File: src/rtl/sqrt_arbiter.sv
// Round-robin arbiter sharing one combinational square_root unit among NUM_REQ requesters.
// One operation in flight at a time; negative (non-zero) operands bypass the unit with a NaN/error response.
module sqrt_arbiter #(
  parameter int unsigned NUM_REQ  = 4,
  parameter int unsigned SQRT_LAT = 1,
  parameter int unsigned ID_W     = $clog2(NUM_REQ)
) (
  input  logic                  clk,
  input  logic                  rst,
  input  logic [NUM_REQ-1:0]    req_valid,
  input  logic [NUM_REQ*32-1:0] req_data,
  output logic [NUM_REQ-1:0]    req_ready,
  output logic                  resp_valid,
  input  logic                  resp_ready,
  output logic [31:0]           resp_data,
  output logic [ID_W-1:0]       resp_id,
  output logic                  resp_err,
  output logic [31:0]           sqrt_inputA,
  output logic [31:0]           sqrt_inputB,
  input  logic [31:0]           sqrt_out
);

  localparam int unsigned CNT_W = $clog2(SQRT_LAT + 1);
  localparam logic [31:0] QNAN  = 32'h7FC0_0000;

  typedef enum logic [1:0] {IDLE, WAIT, RESP} state_t;

  state_t           state_q, state_d;
  logic [ID_W-1:0]  rr_ptr_q, rr_ptr_d;
  logic [31:0]      operand_q, operand_d;
  logic [CNT_W-1:0] cnt_q, cnt_d;
  logic             resp_valid_q, resp_valid_d;
  logic [31:0]      resp_data_q, resp_data_d;
  logic [ID_W-1:0]  resp_id_q, resp_id_d;
  logic             resp_err_q, resp_err_d;

  logic [31:0]      req_word [NUM_REQ];
  logic             grant_found;
  logic [ID_W-1:0]  grant;
  logic [31:0]      grant_word;
  logic             grant_neg;

  // Split the flat operand bus into per-requester words
  for (genvar g = 0; g < NUM_REQ; g++) begin : g_word
    assign req_word[g] = req_data[32*g +: 32];
  end

  // Round-robin search starting at rr_ptr
  always_comb begin
    int unsigned idx;
    idx         = 0;
    grant_found = 1'b0;
    grant       = '0;
    for (int unsigned k = 0; k < NUM_REQ; k++) begin
      idx = 32'(rr_ptr_q) + k;
      if (idx >= NUM_REQ) idx = idx - NUM_REQ;
      if (!grant_found && req_valid[idx[ID_W-1:0]]) begin
        grant_found = 1'b1;
        grant       = idx[ID_W-1:0];
      end
    end
    grant_word = req_word[grant];
    grant_neg  = grant_word[31] & (|grant_word[30:0]);
  end

  // Next-state and output logic
  always_comb begin
    state_d      = state_q;
    rr_ptr_d     = rr_ptr_q;
    operand_d    = operand_q;
    cnt_d        = cnt_q;
    resp_valid_d = resp_valid_q;
    resp_data_d  = resp_data_q;
    resp_id_d    = resp_id_q;
    resp_err_d   = resp_err_q;
    req_ready    = '0;
    case (state_q)
      IDLE: begin
        if (grant_found) begin
          req_ready[grant] = 1'b1;
          resp_id_d        = grant;
          if (grant_neg) begin
            // Negative operand: answer immediately, leave the unit's input untouched
            resp_data_d  = QNAN;
            resp_err_d   = 1'b1;
            resp_valid_d = 1'b1;
            state_d      = RESP;
          end else begin
            operand_d = grant_word;
            cnt_d     = CNT_W'(SQRT_LAT);
            state_d   = WAIT;
          end
        end
      end
      WAIT: begin
        cnt_d = cnt_q - CNT_W'(1);
        if (cnt_q == CNT_W'(1)) begin
          resp_data_d  = sqrt_out;
          resp_err_d   = 1'b0;
          resp_valid_d = 1'b1;
          state_d      = RESP;
        end
      end
      RESP: begin
        if (resp_ready) begin
          resp_valid_d = 1'b0;
          state_d      = IDLE;
          if (32'(resp_id_q) == NUM_REQ - 1) rr_ptr_d = '0;
          else                               rr_ptr_d = resp_id_q + ID_W'(1);
        end
      end
      default: state_d = IDLE;
    endcase
  end

  // State and datapath registers
  always_ff @(posedge clk) begin
    if (rst) begin
      state_q      <= IDLE;
      rr_ptr_q     <= '0;
      operand_q    <= '0;
      cnt_q        <= '0;
      resp_valid_q <= 1'b0;
      resp_data_q  <= '0;
      resp_id_q    <= '0;
      resp_err_q   <= 1'b0;
    end else begin
      state_q      <= state_d;
      rr_ptr_q     <= rr_ptr_d;
      operand_q    <= operand_d;
      cnt_q        <= cnt_d;
      resp_valid_q <= resp_valid_d;
      resp_data_q  <= resp_data_d;
      resp_id_q    <= resp_id_d;
      resp_err_q   <= resp_err_d;
    end
  end

  assign resp_valid  = resp_valid_q;
  assign resp_data   = resp_data_q;
  assign resp_id     = resp_id_q;
  assign resp_err    = resp_err_q;
  assign sqrt_inputA = operand_q;
  assign sqrt_inputB = '0;

endmodule

File: config.mk
export PLATFORM = sky130hd
export DESIGN_NAME = sqrt_arbiter
export DESIGN_NICKNAME = d
export VERILOG_FILES = /design/src/rtl/sqrt_arbiter.sv
export SDC_FILE = /design/constraint.sdc
export NUM_CORES = 1
export LEC_CHECK = 0
export CAP_MARGIN = 20
export CORE_MARGIN = 10
export CORE_UTILIZATION = 39
export DETAILED_ROUTE_END_ITERATION = 10
export GPL_TIMING_DRIVEN = 0
export PLACE_DENSITY_LB_ADDON = 0.15
export REMOVE_ABC_BUFFERS = 1
export SYNTH_ARGS = -nofsm -noshare
export SYNTH_HDL_FRONTEND = slang
export SYNTH_SLANG_ARGS = --single-unit
export TNS_END_PERCENT = 10
File: constraint.sdc
create_clock -name clk -period 3.8 [get_ports clk]
set_input_delay 0.95 -clock clk [delete_from_list [all_inputs] [get_ports clk]]
set_output_delay 0.95 -clock clk [all_outputs]
set_load 0.02 [all_outputs]
---- Word-level counts from Yosys, hierarchy flattened ----
Index checks and enable logic that the tools add are counted.
word-level totals
  bits in registers ....................... 73
  logic and storage cells ................. 104
cells by class
  add/subtract/negate cells ............... 9
  $lt $le $gt $ge ......................... 11
  equality and inequality tests ........... 8
  mux-type cells .......................... 47
  bitwise logic cells ..................... 3
  reductions and logical operators ........ 18
operators with widths
  kind                   count
  $mux W32               5
  $bmux W32 S2           1
  $pmux W32 S2           1
  $reduce_or A31 Y1      1
  $mux W2                13
  $mux W1                16
  $lt A2 B3 Y1 const B   5
  $ge A3 B3 Y1 const B   4
  $ne A2 B2 Y1 const B   5
  $reduce_and A3 Y1      3
  $bmux W1 S2            4
  $mux W4                2
  $sub A2 B1 Y2 const B  4
  $add A2 B2 Y3 const B  2
  $pmux W2 S3            1
  $reduce_and A5 Y1      1
  $eq A2 B2 Y1 const B   2
  $logic_and A1 B1 Y1    4
  $pmux W1 S2            2
  $reduce_and A2 Y1      2
  $reduce_and A4 Y1      1
  $add A2 B1 Y3 const B  1
  $ge A2 B3 Y1 const B   1
  $logic_not A1 Y1       3
  other kinds (12)       12

---- Logic depth before layout (Yosys ltp) ----
Gate-level depths: netlist of run 1.
  depth after elaboration ................. 23
  depth in mapped cells ................... 14
  gate-level depth less buffers ........... 8

---- Worst setup path before layout of run 1 ----
Ideal clock, no wire load.
  kind .................................... in2reg
  start point ............................. input req_valid[1]
  end point ............................... register operand_q[11] (netlist: sqrt_inputA[11])
  setup time .............................. 0.140 ns
  arrival time ............................ 3.053 ns
  setup slack ............................. 0.606 ns
  stages .................................. 10
  buffers on the path ..................... 4
  cells stage by stage .................... or3b_1 -> o221ai_2 -> buf_8 -> buf_6 -> mux2_2 -> o21ai_0 -> clkbuf_1 -> buf_2 -> a2111o_1 -> o311ai_0
on the way
  cells in the longest elaborated chain, start to end .. 20
RTL lines
  element                                      RTL line  source
  start, declared                              10        input logic [NUM_REQ-1:0] req_valid,
  $bmux W1 S2                                  57        if (!grant_found && req_valid[idx[ID_W-1:0]]) begin
  $mux W1 (not written as such)                57
  $mux W1                                      57
  $logic_not A1 Y1                             57
  $logic_and A1 B1 Y1                          57
  $mux W1                                      57
  $logic_not A1 Y1                             57
  $logic_and A1 B1 Y1                          57
  (+3 left out)                                -
  $mux W2                                      57
  $not A2 Y3 (not written as such)             62        grant_word = req_word[grant];
  $bmux W32 S2                                 62
  $mux W32 (not written as such) (2 in a row)  62
  $reduce_or A31 Y1                            63        grant_neg = grant_word[31] & (|grant_word[30:0]);
  $and A1 B1 Y1                                63
  $not A1 Y1 (no line)                         -
  $reduce_and A3 Y1 (no line)                  -
  end signal, assigned                         130       operand_q <= operand_d;
  end, declared                                30        logic [31:0] operand_q, operand_d;
Parallel ways exist; a longest one is shown, timed or not. The select of a mux whose other input is x is not followed.
A chain may end at the register's enable or synchronous reset.

---- Worst setup path after layout of run 1 ----
  start point ............................. input req_valid[1]
  end point ............................... register operand_q[2] (netlist: sqrt_inputA[2])
Same word-level chain as after synthesis.

==> summary.txt, run 1 <==
Status
  – Status: completed

Routing
  – Pre-antenna DRT Iters: 4
  – DRC viols: 0
  – Number of routed nets with antenna violations: 0
  – Drt wl/cell: 19.7 um
  – Final wirelength: 18000 um
  – Initial detailed-routing violation count: 286
  – Vias per cell: 5.42
  – Vias: 4942

Logic synthesis
  – Post-synth top flop: dfxtp_1
  – Area contributors post-synth: dfxtp_1, mux2i_1, a2111o_1
  – Syn. warnings: 0
  – Sequential area share after synthesis: 0.309
  – Synth area leader: dfxtp_1
  – Synthesized cell area: 0.00474 sq mm
  – Async SR Flop Fraction: 0
  – Cells after Synth: 522
  – Yosys top cell area share: 0.309
  – EDFF count, synth: 0
  – Synthesized flop and latch total: 73
  – Mapped Avg Cell Area: 9.07 sq um
  – Distinct cells, synth: 39

Placement
  – DP HPWL: 13100 um
  – GPL Wtd Cong: 0.779
  – Port Buffers: 238
  – Placed cells: 866
  – Setup slack at placement: -2.01 ns

Global route
  – Grt total ovfl: 0
  – First-pass GRT wire length: 26200 um
  – GRT Total Usage: 0.193
  – Vias in the first global route: 5009
  – Initial antenna violation count: 0
  – Pin count of the biggest net entering global routing: 43

Finish
  – Area occupied by registers: 0.00146 sq mm
  – Syn-to-layout area delta: 65.2%
  – Share of cells above drive strength 1: 0.111
  – Diodes inserted: 0
  – Layout Cells excl Fill: 911
  – Multi-input gate area: 0.00290 sq mm
  – Number of fill cells: 971
  – Fin nets: 927

Critical path
  – Setup CP Type: in -> reg
  – Crit-path slowest cell: dlygate4sd2_1
  – Top delay family on crit path: buffers and inverters
  – Crit path DAT: 3.83 ns
  – WP buf/inv: 6
  – Critical Path, Cell by Cell: dlygate4sd2_1, a21boi_4, buf_4, o221ai_4, buf_6, bufbuf_16, mux2i_1, mux2i_1, nor4_1, and4_4, buf_12, buf_4, a2111o_1, o311ai_0
  – Startpoint types: input pin
  – Worst path max stage delay: 0.31 ns
  – CP max FO: 11
  – Worst EP required: 3.96 ns
  – Worst setup EP type: register

Clocking
  – CTS Buf Count: 9
  – CTS tree: built
  – CTS Sinks: 73
  – H-tree depth: 3
  – Clk pin slew, worst setup/hold paths: 0.06 ns
  – Root buf cell: clkbuf_16
  – Post-CTS Hold Fix Bufs: 0
  – Skew-Pair Late Insertion Delay: 0.33 ns
  – CTS max path bufs: 2

Timing
  – Min Tclk post-route: 3.67 ns
  – Final Max Slew Viols: 0
  – Slew headroom: 0.357
  – Period utilization: 0.966
  – Final hold violations: 0
  – Slew @ Worst Pin: 0.961 ns
  – Post-route worst setup slack: 0.131 ns
  – Setup-failing EPs final: 0
  – Max Freq: 273 MHz
  – RSZ-0062 raised after global routing: yes
  – Setup Skew: 0.00616 ns

Die
  – Core Rows: 40
  – Die H: 130 um
  – Die X: 130 um
  – Initial Util: 0.396
  – Ports: 271
  – Area of the die: 0.0170 sq mm
  – Core Area: 0.0120 sq mm

Power and ir drop
  – Power per Cell Area: 423 mW/mm^2
  – Leakage: 3.21 nW
  – Maximum VDD drop: 0.254 mV

Min path
  – Tightest Hold Check Type: reg -> reg

Flow run
  – Max-cap violations: 0
state kept, by name (all words and copies together) (netlist names):
name / cells
resp_data: 32
sqrt_inputA: 32
resp_valid: 1
rr_ptr_q: 2
state_q: 2
resp_err: 1
resp_id: 2
cnt_q: 1
cells by family after synthesis:
family                   count (synthesis)  synth area share
AO/OA/AOI/OAI                          135             0.242
buffers and inverters                  116             0.145
AND/OR/NAND/NOR                        100            0.0980
multiplexers                            96             0.203
flip-flops                              73             0.309
adder cells (fa/ha/maj)                  1           0.00264
other                                    1          0.000792
worst paths after layout:
path,from,to,slack [ns],depth (start not counted)
max,req_valid[1],sqrt_inputA[2]$_SDFFE_PP0P_,0.13,14
min,resp_err$_SDFFE_PP0P_,resp_err$_SDFFE_PP0P_,0.49,2
max reg2reg,rr_ptr_q[1]$_SDFFE_PP0P_,sqrt_inputA[2]$_SDFFE_PP0P_,0.39,13
min reg2reg,resp_err$_SDFFE_PP0P_,resp_err$_SDFFE_PP0P_,0.49,2
synthesized netlist by cell type, drive strengths merged, types with 2 or more instances:
cell	count
nor4	8
o311ai	31
a2111o	31
inv	33
dfxtp	73
buf	58
a21oi	19
nand3	31
or2	2
a32o	23
and4	2
nand2	13
mux2i	95
a21boi	2
o21ai	19
clkbuf	25
nor2	39
a31oi	2
metrics by stage:
step | instance area, sq um | setup TNS, ns | hold slack [ns] | util | power, mW
floorplan | 4290 | -315.48 | 0.480 | - | 1.68
global placement | 6860 | -523.10 | 0.451 | 0.573 | 2.29
detailed placement | 7100 | -113.79 | 0.467 | 0.594 | 2.35
CTS | 7690 | 0 | 0.496 | 0.643 | 3.28
global route | 7830 | -0.238 | 0.511 | 0.654 | 3.48
finish | 7830 | 0 | 0.491 | 0.654 | 3.31
final cells by class:
cell class	instances	area share
Tap cell	147	0.0235
Sequential cell	73	0.187
Clock inverter	7	0.0101
Clock buffer	9	0.0288
Timing Repair Buffer	275	0.365
Multi-Input combinational cell	367	0.370
Inverter	33	0.0158
repair_timing:
item,in CTS,in global routing
gates resized for setup,26,14
endpoints found under the setup margin,73,72
gates cloned,4,1
pin swaps,7,7
setup buffers,15,9
per-layer routing:
metal | share of wire | global-route usage
met5 | 0 | 0
met4 | 0.010 | 0.0423
met3 | 0.080 | 0.0592
met2 | 0.51 | 0.344
met1 | 0.40 | 0.220
worst register-to-register path, delay by kind of cell (launching register included):
kind | cells | cell delay, ns
and+or+nand+nor | 2 | 0.59
DFF | 1 | 0.62
AOI/OAI and AO/OA | 3 | 0.44
buffers and inverters | 5 | 0.92
muxes | 3 | 0.68
cell usage in the layout, fill, tap and decap left out, drive strengths merged, types with 2 or more instances in the layout:
| master | instances |
|---|---|
| a2111o | 31 |
| a21bo | 3 |
| a21boi | 2 |
| a21oi | 19 |
| a31oi | 2 |
| a32o | 23 |
| and4 | 2 |
| buf | 36 |
| clkbuf | 12 |
| clkdlybuf4s50 | 231 |
| clkinvlp | 3 |
| conb | 32 |
| dfxtp | 73 |
| dlygate4sd2 | 2 |
| inv | 35 |
| mux2i | 95 |
| nand2 | 13 |
| nand3 | 31 |
| nor2 | 39 |
| nor4 | 8 |
| o21ai | 19 |
| o221ai | 2 |
| o311ai | 31 |
| or2 | 2 |
power breakdown:
part	internal, mW	switching [mW]	total (mW)
clock network	0.514	0.347	0.862
logic	0.689	0.769	1.46
registers	0.902	0.0877	0.990
total	2.10	1.20	3.31
(Power assumes the default switching activity.)
==> run 2: changes to the inputs <==
- GPL_TIMING_DRIVEN: 0 -> 1
==> summary.txt, run 2 (synthesis results as in run 1) <==
Status
  – Status: completed

Timing
  – Min Tclk post-route: 3.63 ns (-0.0411 ns)
  – Setup-failing EPs final: 0 (unchanged)
  – Final hold violations: 0 (unchanged)
  – Final Max Slew Viols: 0 (unchanged)
  – Period utilization: 0.955 (-0.0108)
  – TNS Setup: 0 ns (unchanged)
  – RSZ-0062 raised after global routing: no
  – Slew @ Worst Pin: 0.678 ns (-0.282 ns)
  – Setup Skew: 0.00988 ns (+0.00372 ns)
  – Slew headroom: 0.548 (+0.191)
  – Max Freq: 276 MHz (+1.1%)

Global route
  – Initial antenna violation count: 0 (unchanged)
  – Vias in the first global route: 5177 (+3.4%)
  – GRT Total Usage: 0.193 (+0.000525)
  – Pin count of the biggest net entering global routing: 72 (+67%)
  – Grt total ovfl: 0 (unchanged)
  – First-pass GRT wire length: 26500 um (+1.2%)

Clocking
  – CTS Sinks: 73 (unchanged)
  – Skew-Pair Late Insertion Delay: 0.33 ns (about the same)
  – Root buf cell: clkbuf_16
  – Clk pin slew, worst setup/hold paths: 0.05 ns (about the same)
  – CTS tree: built
  – CTS max path bufs: 2 (unchanged)
  – CTS Buf Count: 9 (unchanged)
  – H-tree depth: 3 (unchanged)

Placement
  – Port Buffers: 238 (unchanged)
  – DP HPWL: 13300 um (+1.7%)
  – GPL Wtd Cong: 0.801 (+2.8%)

Die
  – Area of the die: 0.0170 sq mm (unchanged)
  – Die H: 130 um (unchanged)
  – Core Area: 0.0120 sq mm (unchanged)
  – Die X: 130 um (unchanged)
  – Initial Util: 0.396 (unchanged)
  – Core Rows: 40 (unchanged)
  – Ports: 271 (unchanged)

Routing
  – Vias per cell: 5.38 (-0.82%)
  – Drt wl/cell: 18.6 um (-5.9%)
  – Final wirelength: 17500 um (-2.8%)
  – Number of routed nets with antenna violations: 0 (unchanged)
  – Initial detailed-routing violation count: 306 (+7.0%)
  – DRC viols: 0 (unchanged)
  – Pre-antenna DRT Iters: 5 (+1)
  – Vias: 5063 (+2.4%)

Power and ir drop
  – Overall Power: 3.44 mW (+3.9%)
  – Maximum VDD drop: 0.189 mV (-26%)
  – Power per Cell Area: 430 mW/mm^2 (+1.8%)
  – Leakage: 3.39 nW (+5.6%)

Finish
  – Share of cells above drive strength 1: 0.130 (+0.0185)
  – Fin nets: 957 (+3.2%)
  – Syn-to-layout area delta: 68.6%
  – Most frequent cells in the layout: clkdlybuf4s50_1, mux2i_1, dfxtp_1
  – Most common cell after layout, fill and taps aside: clkdlybuf4s50_1
  – Number of fill cells: 978 (+0.72%)
  – Diodes inserted: 0 (unchanged)

Critical path
  – Most used cell, CP: buf_4
  – Crit-path slowest cell: clkdlybuf4s50_1
  – Worst path max stage delay: 0.48 ns (+0.17 ns)
  – Worst setup EP type: output pin
  – Critical Path, Cell by Cell: clkdlybuf4s50_1, buf_4, nor4_1, buf_4, nor2_2, o21ai_0, nor2_1, dlygate4sd2_1
  – Startpoint types: input pin
  – Setup CP Type: in -> out
  – Crit path DAT: 2.68 ns (-1.15 ns)
  – Worst EP required: 2.85 ns (-1.11 ns)
  – CP max FO: 5 (-6)

Min path
  – Tightest Hold Check Type: reg -> reg

Flow run
  – Max-cap violations: 0 (unchanged)
==> run 2: changes by cell type in the layout (fill, tap and decap cells not counted), moves of 3 or more <==
cell | before | now
buf_4 | 21 | 54
buf_12 | 6 | 11
dlymetal6s2s_1 | 1 | 4
mux2i_1 | 91 | 94
==> run 2: power breakdown <==
part | switching, mW | leakage, nW | internal, mW
clock network | 0.342 | 0.163 | 0.645
registers | 0.0894 | 0.598 | 0.902
logic | 0.751 | 2.63 | 0.706
==> run 2: metal layers <==
layer	global-route usage	vias to the layer above	share of wire
met2	0.356	185	0.52
met4	0.0456	0	0.012
met3	0.0649	18	0.090
met1	0.207	2411	0.38
met5	0	-	0
li1	-	2449	-
==> run 2: final cells by class <==
| class | count | area (sq um) | share of cell area |
|---|---|---|---|
| Timing Repair Buffer | 308 | 3090 | 0.387 |
| Multi-Input combinational cell | 364 | 2780 | 0.348 |
| Sequential cell | 73 | 1460 | 0.183 |
| Clock buffer | 10 | 229 | 0.0287 |
| Tap cell | 147 | 184 | 0.0230 |
| Inverter | 33 | 124 | 0.0155 |
| Clock inverter | 6 | 115 | 0.0144 |
==> run 2: path summary, 6_finish.rpt <==
check,startpoint,endpoint,slack (ns),depth (start not counted)
hold / removal,resp_err$_SDFFE_PP0P_,resp_err$_SDFFE_PP0P_,0.46,2
hold reg to reg,resp_err$_SDFFE_PP0P_,resp_err$_SDFFE_PP0P_,0.46,2
setup / recovery,req_valid[3],req_ready[0],0.17,8
setup reg to reg,rr_ptr_q[1]$_SDFFE_PP0P_,sqrt_inputA[4]$_SDFFE_PP0P_,0.53,13
==> run 2: worst max-delay path, delay by kind of cell <==
family          cells  cell delay (ns)
simple gates        3             0.42
buf+inv             4             1.17
compound gates      1             0.12
==> run 2: through the flow <==
step	instance area [sq um]	hold WS (ns)	util	setup slack [ns]	instances
after floorplan	4290	0.480	-	-4.76	470
after global placement	7500	0.448	0.627	-0.403	919
after global routing	7990	0.505	0.668	0.0531	941
after CTS	7910	0.461	0.661	-0.0950	937
after detailed placement	7500	0.452	0.627	-0.463	919
final	7990	0.459	0.668	0.172	941
==> run 2: what timing repair did <==
item | CTS | global route
setup buffers | 1 | 3
resized for setup | 11 | 10
pin swaps | 3 | 2
hold buffers | 0 | 0
cloned | 1 | 0
setup endpoints to repair | 67 | 70
==> run 3: changes to the inputs <==
- clock period: 3.8 -> 4.1 ns (I/O delays scaled with it)
==> summary.txt, run 3 (synthesis results as in run 1) <==
Clocking
  – CTS max path bufs: 2 (unchanged)
  – Skew-Pair Late Insertion Delay: 0.33 ns (about the same)
  – Root buf cell: clkbuf_16
  – CTS tree: built
  – CTS Sinks: 73 (unchanged)
  – Clk pin slew, worst setup/hold paths: 0.06 ns (about the same)
  – H-tree depth: 3 (unchanged)
  – Post-CTS Hold Fix Bufs: 0 (unchanged)
  – CTS Buf Count: 9 (unchanged)

Critical path
  – Critical Path, Cell by Cell: clkdlybuf4s50_1, buf_4, a21oi_2, o22ai_4, buf_12, nor2_1, clkdlybuf4s50_1
  – WP buf/inv: 4 (unchanged)
  – Crit path DAT: 3.01 ns (+0.33 ns)
  – Worst path max stage delay: 0.61 ns (+0.13 ns)
  – Crit-path slowest cell: clkdlybuf4s50_1
  – Worst EP required: 3.07 ns (+0.22 ns)
  – Top delay family on crit path: buffers and inverters
  – Worst setup EP type: output pin
  – Startpoint types: input pin
  – CP max FO: 15 (+10)
  – Setup CP Type: in -> out
  – Most used cell, CP: clkdlybuf4s50_1

Global route
  – Initial antenna violation count: 0 (unchanged)
  – GRT Total Usage: 0.189 (-0.00405)
  – Grt total ovfl: 0 (unchanged)
  – Vias in the first global route: 4999 (-3.4%)
  – Pin count of the biggest net entering global routing: 72 (unchanged)
  – First-pass GRT wire length: 25800 um (-2.9%)

Placement
  – Port Buffers: 238 (unchanged)
  – Placed cells: 902 (-1.8%)
  – GPL Wtd Cong: 0.835 (+4.3%)
  – DP HPWL: 13300 um (-0.21%)
  – Placement Cell Area: 0.00741 sq mm (-1.2%)

Timing
  – Max Freq: 248 MHz
  – Min Tclk post-route: 4.03 ns
  – Final Max Slew Viols: 0 (unchanged)
  – Setup-failing EPs final: 0 (unchanged)
  – Slew headroom: 0.526 (-0.0220)
  – Final hold violations: 0 (unchanged)
  – Setup Skew: 0.00494 ns (-0.00494 ns)
  – Slew @ Worst Pin: 0.711 ns (+0.0330 ns)
  – Period utilization: 0.984

Die
  – Initial Util: 0.396 (unchanged)
  – Area of the die: 0.0170 sq mm (unchanged)
  – Die H: 130 um (unchanged)
  – Ports: 271 (unchanged)
  – Die X: 130 um (unchanged)
  – Core Rows: 40 (unchanged)
  – Core Area: 0.0120 sq mm (unchanged)

Routing
  – DRC viols: 0 (unchanged)
  – Final wirelength: 17500 um (about the same)
  – Vias per cell: 5.44 (+1.1%)
  – Initial detailed-routing violation count: 293 (-4.2%)
  – Pre-antenna DRT Iters: 4 (-1)
  – Vias: 5028 (-0.69%)
  – Drt wl/cell: 18.9 um (+1.9%)
  – Number of routed nets with antenna violations: 0 (unchanged)

Finish
  – Share of cells above drive strength 1: 0.109 (-0.0203)
  – Layout Cells excl Fill: 924 (-1.8%)
  – Diodes inserted: 0 (unchanged)
  – Syn-to-layout area delta: 66.9%
  – Fin nets: 941 (-1.7%)
  – Util after Layout: 0.661 (-0.00680)
  – Number of fill cells: 965 (-1.3%)
  – Most frequent cells in the layout: clkdlybuf4s50_1, mux2i_1, dfxtp_1
  – Design Area, Final: 0.00790 sq mm (-1.0%)
  – Most common cell after layout, fill and taps aside: clkdlybuf4s50_1

Power and ir drop
  – Maximum VDD drop: 0.230 mV (+22%)
  – Overall Power: 3.16 mW (-7.9%)
  – Leakage: 3.30 nW (-2.6%)
  – Power per Cell Area: 400 mW/mm^2 (-7.0%)

Status
  – Status: completed

Flow run
  – Max-cap violations: 0 (unchanged)

Min path
  – Tightest Hold Check Type: reg -> reg
## run 3: changes by cell type in the layout (fill, tap and decap cells not counted), sizes merged
cell and change:
buf -18, clkbuf +2, clkdlybuf4s50 +5, clkinv +1
clkinvlp -1, dlygate4sd2 -2, dlymetal6s2s -3, inv -1
## run 3: layout make-up
type | count | area, sq um | area share
Timing Repair Buffer | 292 | 3020 | 0.382
Clock buffer | 10 | 239 | 0.0302
Sequential cell | 73 | 1460 | 0.185
Multi-Input combinational cell | 364 | 2770 | 0.350
Inverter | 33 | 124 | 0.0157
Clock inverter | 5 | 104 | 0.0131
Tap cell | 147 | 184 | 0.0233
## run 3: layer usage
metal | up-vias | part of all wire | global-route usage | wire length [um]
li1 | 2410 | - | - | -
met1 | 2426 | 0.38 | 0.204 | 6710
met2 | 178 | 0.53 | 0.347 | 9190
met3 | 14 | 0.079 | 0.0596 | 1390
met4 | 0 | 0.011 | 0.0489 | 187
met5 | - | 0 | 0 | 0
## run 3: path summary, 6_finish.rpt
kind	startpoint	endpoint	slack, ns	cells after the start
setup / recovery	req_valid[0]	req_ready[2]	0.07	7
hold / removal	resp_err$_SDFFE_PP0P_	resp_err$_SDFFE_PP0P_	0.45	2
setup reg to reg	rr_ptr_q[1]$_SDFFE_PP0P_	resp_valid$_SDFFE_PP0P_	0.82	12
hold reg to reg	resp_err$_SDFFE_PP0P_	resp_err$_SDFFE_PP0P_	0.45	2
## run 3: where the power goes
part	internal (mW)	leakage, nW	switching, mW	total [mW]
clock	0.607	0.169	0.303	0.911
combinational	0.640	2.54	0.696	1.34
sequential	0.837	0.598	0.0801	0.917
total	2.08	3.30	1.08	3.16
## run 3: worst register-to-register path, stage by stage, from the launching register on
cell,delay [ns]
dfxtp_1,0.55
mux2i_2,0.38
o221ai_4,0.26
buf_12,0.23
mux2i_1,0.16
mux2i_1,0.13
nor4_2,0.42
buf_4,0.17
and4_1,0.25
buf_12,0.16
a21bo_1,0.17
buf_12,0.17
a31oi_1,0.10
## run 3: per-stage QoR
step                      hold slack, ns  TNS, ns  worst slack, ns
after floorplan                    0.480  -299.43            -4.53
after global placement             0.446   -10.39           -0.230
after detailed placement           0.453   -17.44           -0.325
after CTS                          0.459        0          0.00402
after global routing               0.477  -0.0738          -0.0230
final                              0.453        0           0.0675
## run 3: timing repair
action,4_1_cts,5_1_grt
resized for setup,4,7
cloned,0,2
endpoints found under the setup margin,26,63
endpoints found under the hold margin,0,0
buffers inserted,0,4
pin swaps,0,2
